`src/rtl/lane_loader_pkg.sv`:
```
// Shared definitions for the lane loader and the open-lane memory bank.
// Both sides instantiate from these defaults so lane count and widths agree.
package lane_loader_pkg;

  // Default bank geometry
  localparam int LL_NLANES = 4;
  localparam int LL_LWIDTH = 2;
  localparam int LL_DWIDTH = 8;

  // Loader state encoding
  typedef enum logic [1:0] {
    LL_IDLE = 2'd0,
    LL_FILL = 2'd1,
    LL_FULL = 2'd2
  } ll_state_e;

endpackage

```
`src/rtl/lane_loader_lane_ptr.sv`:
```
// Wrapping lane pointer: increments on inc_i, returns to 0 after N-1,
// and clears on clr_i (clear has priority). Shared with the read side.
module lane_ptr #(
  parameter int N = 4,
  parameter int W = 2
) (
  input  logic         clk,
  input  logic         rst,
  input  logic         inc_i,
  input  logic         clr_i,
  output logic [W-1:0] ptr_o
);

  localparam logic [W-1:0] LAST = W'(N - 1);

  logic [W-1:0] ptr_q;
  logic [W-1:0] ptr_d;

  // Next pointer: clear wins, otherwise step with wrap at the last lane
  always_comb begin
    ptr_d = ptr_q;
    if (clr_i) begin
      ptr_d = '0;
    end else if (inc_i) begin
      if (ptr_q == LAST) begin
        ptr_d = '0;
      end else begin
        ptr_d = ptr_q + W'(1);
      end
    end
  end

  // Pointer register
  always_ff @(posedge clk or negedge rst) begin
    if (!rst) begin
      ptr_q <= '0;
    end else begin
      ptr_q <= ptr_d;
    end
  end

  assign ptr_o = ptr_q;

endmodule

```
`src/rtl/lane_loader.sv`:
```
// Upstream write sequencer for the open-lane bank. Accepts words on a
// valid/ready handshake and writes them to consecutive lanes, tracking
// which lanes hold fresh data until the consumer releases the bank.
//
// Handshake: a word transfers on a rising edge where i_valid && o_ready.
// The upstream must hold i_valid and i_data stable until that happens;
// o_ready is low in FULL, while i_release is high, and while rst is low.
module lane_loader
  import lane_loader_pkg::*;
#(
  parameter int NLANES = LL_NLANES,
  parameter int LWIDTH = LL_LWIDTH,
  parameter int DWIDTH = LL_DWIDTH
) (
  input  logic              clk,
  input  logic              rst,
  input  logic              i_valid,
  input  logic [DWIDTH-1:0] i_data,
  output logic              o_ready,
  input  logic              i_release,
  output logic              o_wr,
  output logic [LWIDTH-1:0] o_wlane,
  output logic [DWIDTH-1:0] o_wdata,
  output logic [NLANES-1:0] o_fill,
  output logic [LWIDTH:0]   o_count,
  output logic              o_full,
  output ll_state_e         o_state
);

  localparam logic [LWIDTH:0] NL_C = (LWIDTH + 1)'(NLANES);

  ll_state_e         state_q, state_d;
  logic [LWIDTH:0]   count_q, count_d;
  logic [NLANES-1:0] fill_q,  fill_d;
  logic              wr_q,    wr_d;
  logic [LWIDTH-1:0] wlane_q, wlane_d;
  logic [DWIDTH-1:0] wdata_q, wdata_d;
  logic              full_q,  full_d;
  logic [LWIDTH-1:0] ptr;
  logic              accept;

  // Release has priority over an offered word, so it simply gates ready
  assign o_ready = rst && (state_q != LL_FULL) && !i_release;
  assign accept  = i_valid && o_ready;

  lane_ptr #(
    .N (NLANES),
    .W (LWIDTH)
  ) u_ptr (
    .clk   (clk),
    .rst   (rst),
    .inc_i (accept),
    .clr_i (i_release),
    .ptr_o (ptr)
  );

  // Next-state, fill mask and write-port values
  always_comb begin
    state_d = state_q;
    count_d = count_q;
    fill_d  = fill_q;
    wr_d    = 1'b0;
    wlane_d = wlane_q;
    wdata_d = wdata_q;
    if (i_release) begin
      // Handoff from FULL, or abort from IDLE/FILL: written lanes keep
      // their bank contents but are reported empty.
      state_d = LL_IDLE;
      count_d = '0;
      fill_d  = '0;
    end else begin
      case (state_q)
        LL_IDLE, LL_FILL: begin
          if (accept) begin
            wr_d    = 1'b1;
            wlane_d = ptr;
            wdata_d = i_data;
            count_d = count_q + (LWIDTH + 1)'(1);
            for (int k = 0; k < NLANES; k++) begin
              if (ptr == LWIDTH'(k)) begin
                fill_d[k] = 1'b1;
              end
            end
            state_d = (count_d == NL_C) ? LL_FULL : LL_FILL;
          end
        end
        LL_FULL: begin
          state_d = LL_FULL;
        end
        default: begin
          state_d = LL_IDLE;
        end
      endcase
    end
    full_d = (count_d == NL_C);
  end

  // State and registered outputs
  always_ff @(posedge clk or negedge rst) begin
    if (!rst) begin
      state_q <= LL_IDLE;
      count_q <= '0;
      fill_q  <= '0;
      wr_q    <= 1'b0;
      wlane_q <= '0;
      wdata_q <= '0;
      full_q  <= 1'b0;
    end else begin
      state_q <= state_d;
      count_q <= count_d;
      fill_q  <= fill_d;
      wr_q    <= wr_d;
      wlane_q <= wlane_d;
      wdata_q <= wdata_d;
      full_q  <= full_d;
    end
  end

  assign o_wr    = wr_q;
  assign o_wlane = wlane_q;
  assign o_wdata = wdata_q;
  assign o_fill  = fill_q;
  assign o_count = count_q;
  assign o_full  = full_q;
  assign o_state = state_q;

endmodule
```
`config.mk`:
```
export PLATFORM = sky130hd
export DESIGN_NAME = lane_loader
export DESIGN_NICKNAME = d
export VERILOG_FILES = /design/src/rtl/lane_loader_pkg.sv /design/src/rtl/lane_loader_lane_ptr.sv /design/src/rtl/lane_loader.sv
export SDC_FILE = /design/constraint.sdc
export NUM_CORES = 1
export LEC_CHECK = 0
export CORE_UTILIZATION = 40
export CTS_BUF_LIST = sky130_fd_sc_hd__clkbuf_8
export DETAILED_ROUTE_END_ITERATION = 16
export PLACE_DENSITY = 0.72
export SETUP_SLACK_MARGIN = 0.5
export SYNTH_ARGS = -nofsm -noshare
export SYNTH_HDL_FRONTEND = slang
export SYNTH_SLANG_ARGS = --single-unit
```
`constraint.sdc`:
```
create_clock -name clk -period 3.15 [get_ports clk]
set_input_delay 0.945 -clock clk [delete_from_list [all_inputs] [get_ports clk]]
set_output_delay 0.945 -clock clk [all_outputs]
set_load 0.05 [all_outputs]
```
# Word level (Yosys, flattened, before mapping)
# Index checks and enable logic that the tools add are counted.
[totals]
regBits = 23
inputBits = 12
out_inout_bits = 22
wordCells = 61
[op_classes]
add_sub_neg = 2
eq_ne = 9
n_mux = 20
n_bitwise = 1
n_reduce_logical = 18
[op_table]
columns = ["cell", "count"]
rows = [
  ["$reduce_and A3 Y1", 5],
  ["$mux W2", 6],
  ["$mux W4", 3],
  ["$reduce_bool A2 Y1", 6],
  ["$mux W3", 3],
  ["$mux W1", 7],
  ["$eq A2 B2 Y1 const B", 3],
  ["$eq A3 B3 Y1 const B", 2],
  ["$eq A2 B1 Y1 const B", 2],
  ["$logic_not A2 Y1", 2],
  ["$pmux W2 S2", 1],
  ["$add A3 B1 Y3 const B", 1],
  ["$logic_and A1 B1 Y1", 3],
  ["$ne A3 B3 Y1 const B", 1],
  ["$add A2 B1 Y2 const B", 1],
  ["$ne A2 B2 Y1 const B", 1],
  ["$reduce_or A2 Y1", 1],
  ["$logic_not A1 Y1", 1],
  ["$not A1 Y1", 1],
]

# Logic depth before layout (Yosys ltp)
# Gate-level depths: netlist (run 1).
[depth]
depth_word = 8
ltp_mapped = 4
ltp_nobuf = 4

# Hierarchy
# A second synthesis (run 1) with hierarchy kept.
[hier_totals]
hier_cells = 76
hier_area_um2 = 1008.5
[by_module_without_submodules]
columns = ["mod", "n_inst", "cells_per_inst", "area_per_inst_um2"]
rows = [
  ["lane_loader", 1, 68, 908.4],
  ["lane_ptr", 1, 8, 100.1],
]

# Worst setup path before layout (run 1)
# No wires, ideal clock.
[synth_timing]
kind = "input port to output port"
startpoint = "input i_release"
endpoint = "output o_ready"
t_arrival_ns = 2.310
t_required_ns = 2.205
path_slack_ns = -0.105
cell_stages = 2
n_path_buf = 1
cell_sequence = "clkbuf_1 nor3b_1"
[synth_via]
elab_chain_cells = 2
[synth_rtl]
columns = ["element", "line", "text"]
rows = [
  ["start, declared", "lane_loader.sv:20", "input logic i_release,"],
  ["$logic_not A1 Y1", "lane_loader.sv:43", "assign o_ready = rst && (state_q != LL_FULL) && !i_release;"],
  ["$logic_and A1 B1 Y1", "lane_loader.sv:43", ""],
  ["end, declared", "lane_loader.sv:19", "output logic o_ready,"],
]
# Every way passes these cells.

# Worst setup path in the final report (run 1)
[layout_timing]
startpoint = "input rst"
endpoint = "output o_ready"
[layout_via]
elab_chain_cells = 2
[layout_rtl]
columns = ["element", "line", "text"]
rows = [
  ["start, declared", "lane_loader.sv:16", "input logic rst,"],
  ["$logic_and A1 B1 Y1 (2 in series)", "lane_loader.sv:43", ""],
]
# Every way passes these cells.

==> results of run 1 <==
area by class of cell:
type,count,area [um2],area share [%]
flip-flops and latches,23,576,39.5
multi-input cells,52,412,28.3
clock buffers,3,41.3,2.84
repair buffers,36,373,25.6
well taps,28,35.0,2.41
clock inverters,1,5.00,0.344
inverters,4,15.0,1.03
power by group:
| group | total [mW] | switching (mW) | internal (mW) |
|---|---|---|---|
| Combinational | 0.219 | 0.134 | 0.0843 |
| Sequential | 0.337 | 0.0156 | 0.322 |
| Clock | 0.184 | 0.0955 | 0.0883 |
path summary, 6_finish.rpt:
path,start,endpoint
setup / recovery,rst,o_ready
hold / removal,o_fill[1]$_DFFE_PN0P_,o_fill[1]$_DFFE_PN0P_
setup reg to reg,o_state[1]$_DFFE_PN0P_,o_wdata[2]$_DFFE_PN0P_
hold reg to reg,o_fill[1]$_DFFE_PN0P_,o_fill[1]$_DFFE_PN0P_
max in group asynchronous,rst,o_state[1]$_DFFE_PN0P_
min in group asynchronous,rst,o_wlane[0]$_DFFE_PN0P_
cell usage in the layout (no fill, tap or decap), drive strengths merged, types with 2 or more instances in the layout:
cell           synthesis  layout
o21ai                  6       6
nand3                  2       2
nor2                   6       6
clkdlybuf4s50          0      30
xor2                   2       2
inv                    4       4
buf                    2       4
a21oi                  4       4
dlygate4sd2            0       2
clkbuf                 1       3
mux2                  10      10
nand2                  3       3
dfrtp                 23      23
ha                     6       6
sequential cells by signal (all words and copies together) (netlist names):
signal,cells
o_state,2
u_ptr.ptr_o,2
o_fill,4
o_wlane,2
o_wdata,8
o_count,3
o_wr,1
o_full,1
tightest hold or removal path, delay by kind of cell (launching register included):
kind            cells  cell delay [ns]
simple gates        1             0.07
compound gates      1             0.04
flops               1             0.35
repair_timing:
action / CTS / global route
gates resized for setup: 2 / 0
hold buffers: 0 / 0
setup endpoints to repair: 1 / 0
per-layer routing:
layer  up-vias  wire, um  GRT usage, %
met2        16      1050          28.6
met1       362       900          22.2
li1        355         -             -
met4         0        53          10.5
met3         5        65          3.48
met5         -         0             0
logic make-up after synthesis:
family	count (synthesis)	synth area share (%)
AOI/OAI and AO/OA	12	6.31
xor gates and xnor gates	3	2.60
adders and majority gates	6	7.43
buffers and inverters	7	3.46
DFF	23	56.9
muxes	11	12.1
and+or+nand+nor	20	11.1
==> metrics.csv, run 1 <==
metric;value;unit
fillers;197;
r2r_setup_slack;1.60;ns
synth_seq_area_share;56.9;%
drt_iter0_markers;8;
maxCapViolations;0;
routedWlPerCell;14.1;um
synth_cell_types;26;
start_util;44.0;%
first_pass_iters;4;
rsz0062_at_grt;no;
p_leak;0.643;nW
insertion_delay;0.27;ns
final_cell_area;0.00146;mm2
netlist_area;0.00101;mm2
cp_cell_sequence;dlygate4sd2_1 > nor3b_4 > buf_12;
critPathBufInv;2;
netlist_instances;82;
rows;17;
antenna_found_initial;0;
syn_to_final_growth;44.1;%
rr_worst_depth;3;
hold-worst-slack;0.503;ns
antenna_cells;0;
final.setup.worst_slack;0.607;ns
async_reset_ff_share;100;%
path_class;in -> out;
clock_path_buffers;2;
vdd_drop_max;346;uV
synth_common_cells;dfrtp_1 (23), mux2_2 (10), ha_1 (6), nor2_1 (6), o21ai_0 (6);
synth.most_common_cell;dfrtp_1;
post_cts_buffers;0;
drc;0;
setup_viol_count_final;0;
coreArea;0.00230;mm2
drv_slew;0;
track_usage;17.9;%
die_y;52.3;um
yosysWarnings;0;
yosys-top-cells-area;dfrtp_1 (57%), mux2_2 (11%), ha_1 (7.4%);
nets;138;
tns;0;ns
synth-seq-cells;23;
status;complete, no violations;
powerDensity;508;mW/mm2
place_area;0.00141;mm2
period_share;80.7;%
drive_gt1_share;16.0;%
synth_edf_count;0;
hold_path.class;reg -> reg;
cts.sinks;23;
routed_via_density;5.02;
cpPeakStageDelay;0.25;ns
ant_nets;0;
critical_path_depth;3;
postLayoutCoreUtil;63.4;%
io_buffers;33;
holdPathStages;2;
grt_overflow;0;
slew_headroom;65.3;%
synth_top_cell_area_share;56.9;%
hold_violations;0;
skew;0.00464;ns
via_count;738;
cp_top_family;buffers and inverters;
avgSynthCellArea;12.3;um2
cts_inserted_buffers;3;
grt_pass1_vias;729;
tightest_slew;0.519;ns
die_area;0.00273;mm2
htree_levels;1;
routabilityCongestion;0.720;
synth_ff_type;dfrtp_1;
hpwlAfterDp;1.49;mm
end_kind;primary output;
syn-num-nets;100;
num_io_pins;34;
die_x;52.3;um
cp.required;2.20;ns
cts_tree;built;
dp_slack;0.334;ns
cpMaxStageDelayCell;dlygate4sd2_1;
routed_wl;2.07;mm
worst-endpoint-arrival;1.60;ns
min_period;2.54;ns
clk_pin_slew;0.08;ns
cts-root-buf;clkbuf_8;
placed_cells;143;
max_freq;393;MHz
grt_max_degree;27;
cp_max_fo;3;
start_kind;primary input;
fin_cells;147;
total_power;0.740;mW
grt_pass1_wl;3.42;mm
synth_top_cell_by_area;dfrtp_1;
Power figures use the tool's default switching activity.
==> run 2, diff against run 1 <==
clock period = 2.7 ns   (was 3.15 ns; I/O delays follow)
==> metrics.csv, run 2 (same netlist as run 1, synthesis figures left out) <==
metric;value;unit
track_usage;17.1;%
cts-root-buf;clkbuf_8;
worst-endpoint-arrival;1.35;ns
via_count;761;
drv_slew;0;
cp_cell_sequence;clkbuf_2 > nor3b_4 > buf_12;
start_kind;primary input;
hold_path.class;reg -> reg;
grt_max_degree;14;
hpwlAfterDp;1.56;mm
start_util;44.0;%
tightest_slew;0.508;ns
final_cell_area;0.00145;mm2
post_cts_buffers;0;
clk_pin_slew;0.08;ns
slew_headroom;66.3;%
grt_pass1_vias;732;
antenna_found_initial;0;
io_buffers;33;
grt_overflow;0;
drive_gt1_share;19.7;%
max_freq;464;MHz
cpMaxStageDelayCell;nor3b_4;
final_common_cell;dfrtp_1;
die_y;52.3;um
largest_register_ffs;8;
place_area;0.00144;mm2
routedWlPerCell;13.7;um
syn_to_final_growth;42.9;%
cts_inserted_buffers;3;
cp.required;1.89;ns
drt_iter0_markers;16;
dp_slack;0.139;ns
htree_levels;1;
ant_nets;0;
routabilityCongestion;0.760;
status;complete, no violations;
end_kind;primary output;
rows;17;
drc;0;
total_power;0.837;mW
grt_pass1_wl;3.39;mm
die_area;0.00273;mm2
hold_violations;0;
insertion_delay;0.26;ns
coreArea;0.00230;mm2
routed_wl;2.05;mm
maxCapViolations;0;
routed_via_density;5.07;
clock_path_buffers;2;
tns;0;ns
cpPeakStageDelay;0.24;ns
postLayoutCoreUtil;62.9;%
path_class;in -> out;
hold-worst-slack;0.503;ns
min_period;2.16;ns
num_io_pins;34;
vdd_drop_max;315;uV
fin_cells;150;
rsz0062_at_grt;no;
antenna_cells;0;
critPathBufInv;2;
powerDensity;579;mW/mm2
period_share;79.8;%
placed_cells;146;
cp_max_fo;4;
fillers;211;
cp_top_family;buffers and inverters;
nets;141;
skew;0.00118;ns
die_x;52.3;um
final.setup.worst_slack;0.545;ns
final_cell_mix;dfrtp_1 (23), dlygate4sd2_1 (21), mux2_2 (10);
cts.sinks;23;
p_leak;0.727;nW
setup_viol_count_final;0;
first_pass_iters;4;
cts_tree;built;
-- run 2: path summary, 6_finish.rpt --
kind	from	endpoint	slack, ns	cells past startpoint
worst max-delay path	i_release	o_ready	0.54	3
min in group asynchronous	rst	o_fill[2]$_DFFE_PN0P_	0.52	2
worst min register to register	o_wdata[0]$_DFFE_PN0P_	o_wdata[0]$_DFFE_PN0P_	0.50	1
worst min-delay path	o_wdata[0]$_DFFE_PN0P_	o_wdata[0]$_DFFE_PN0P_	0.50	1
worst max register to register	o_state[1]$_DFFE_PN0P_	o_wdata[7]$_DFFE_PN0P_	1.17	3
max in group asynchronous	rst	u_ptr.ptr_o[0]$_DFFE_PN0P_	2.02	2
-- run 2: timing repair --
item,in CTS,in global routing
endpoints found under the setup margin,26,1
gates resized for setup,23,4
hold buffers,0,0
pin swaps,0,1
-- run 2: final cells by class --
type | count | area (um2) | share of cell area, %
Timing Repair Buffer | 39 | 362 | 25.0
Tap cell | 28 | 35.0 | 2.42
Inverter | 4 | 15.0 | 1.04
Clock buffer | 3 | 41.3 | 2.86
Clock inverter | 1 | 5.00 | 0.346
Multi-Input combinational cell | 52 | 412 | 28.5
Sequential cell | 23 | 576 | 39.8
-- run 2: metal layers --
layer | vias up | part of all wire (%) | track usage [%]
met5 | - | 0 | 0
met4 | 0 | 0.78 | 6.58
met3 | 2 | 3.4 | 2.61
met2 | 16 | 50 | 27.4
met1 | 383 | 46 | 23.3
li1 | 360 | - | -
-- run 2: power by group --
part	switching [mW]	total, mW	internal, mW
logic	0.156	0.236	0.0794
registers	0.0166	0.392	0.375
clock network	0.107	0.209	0.103
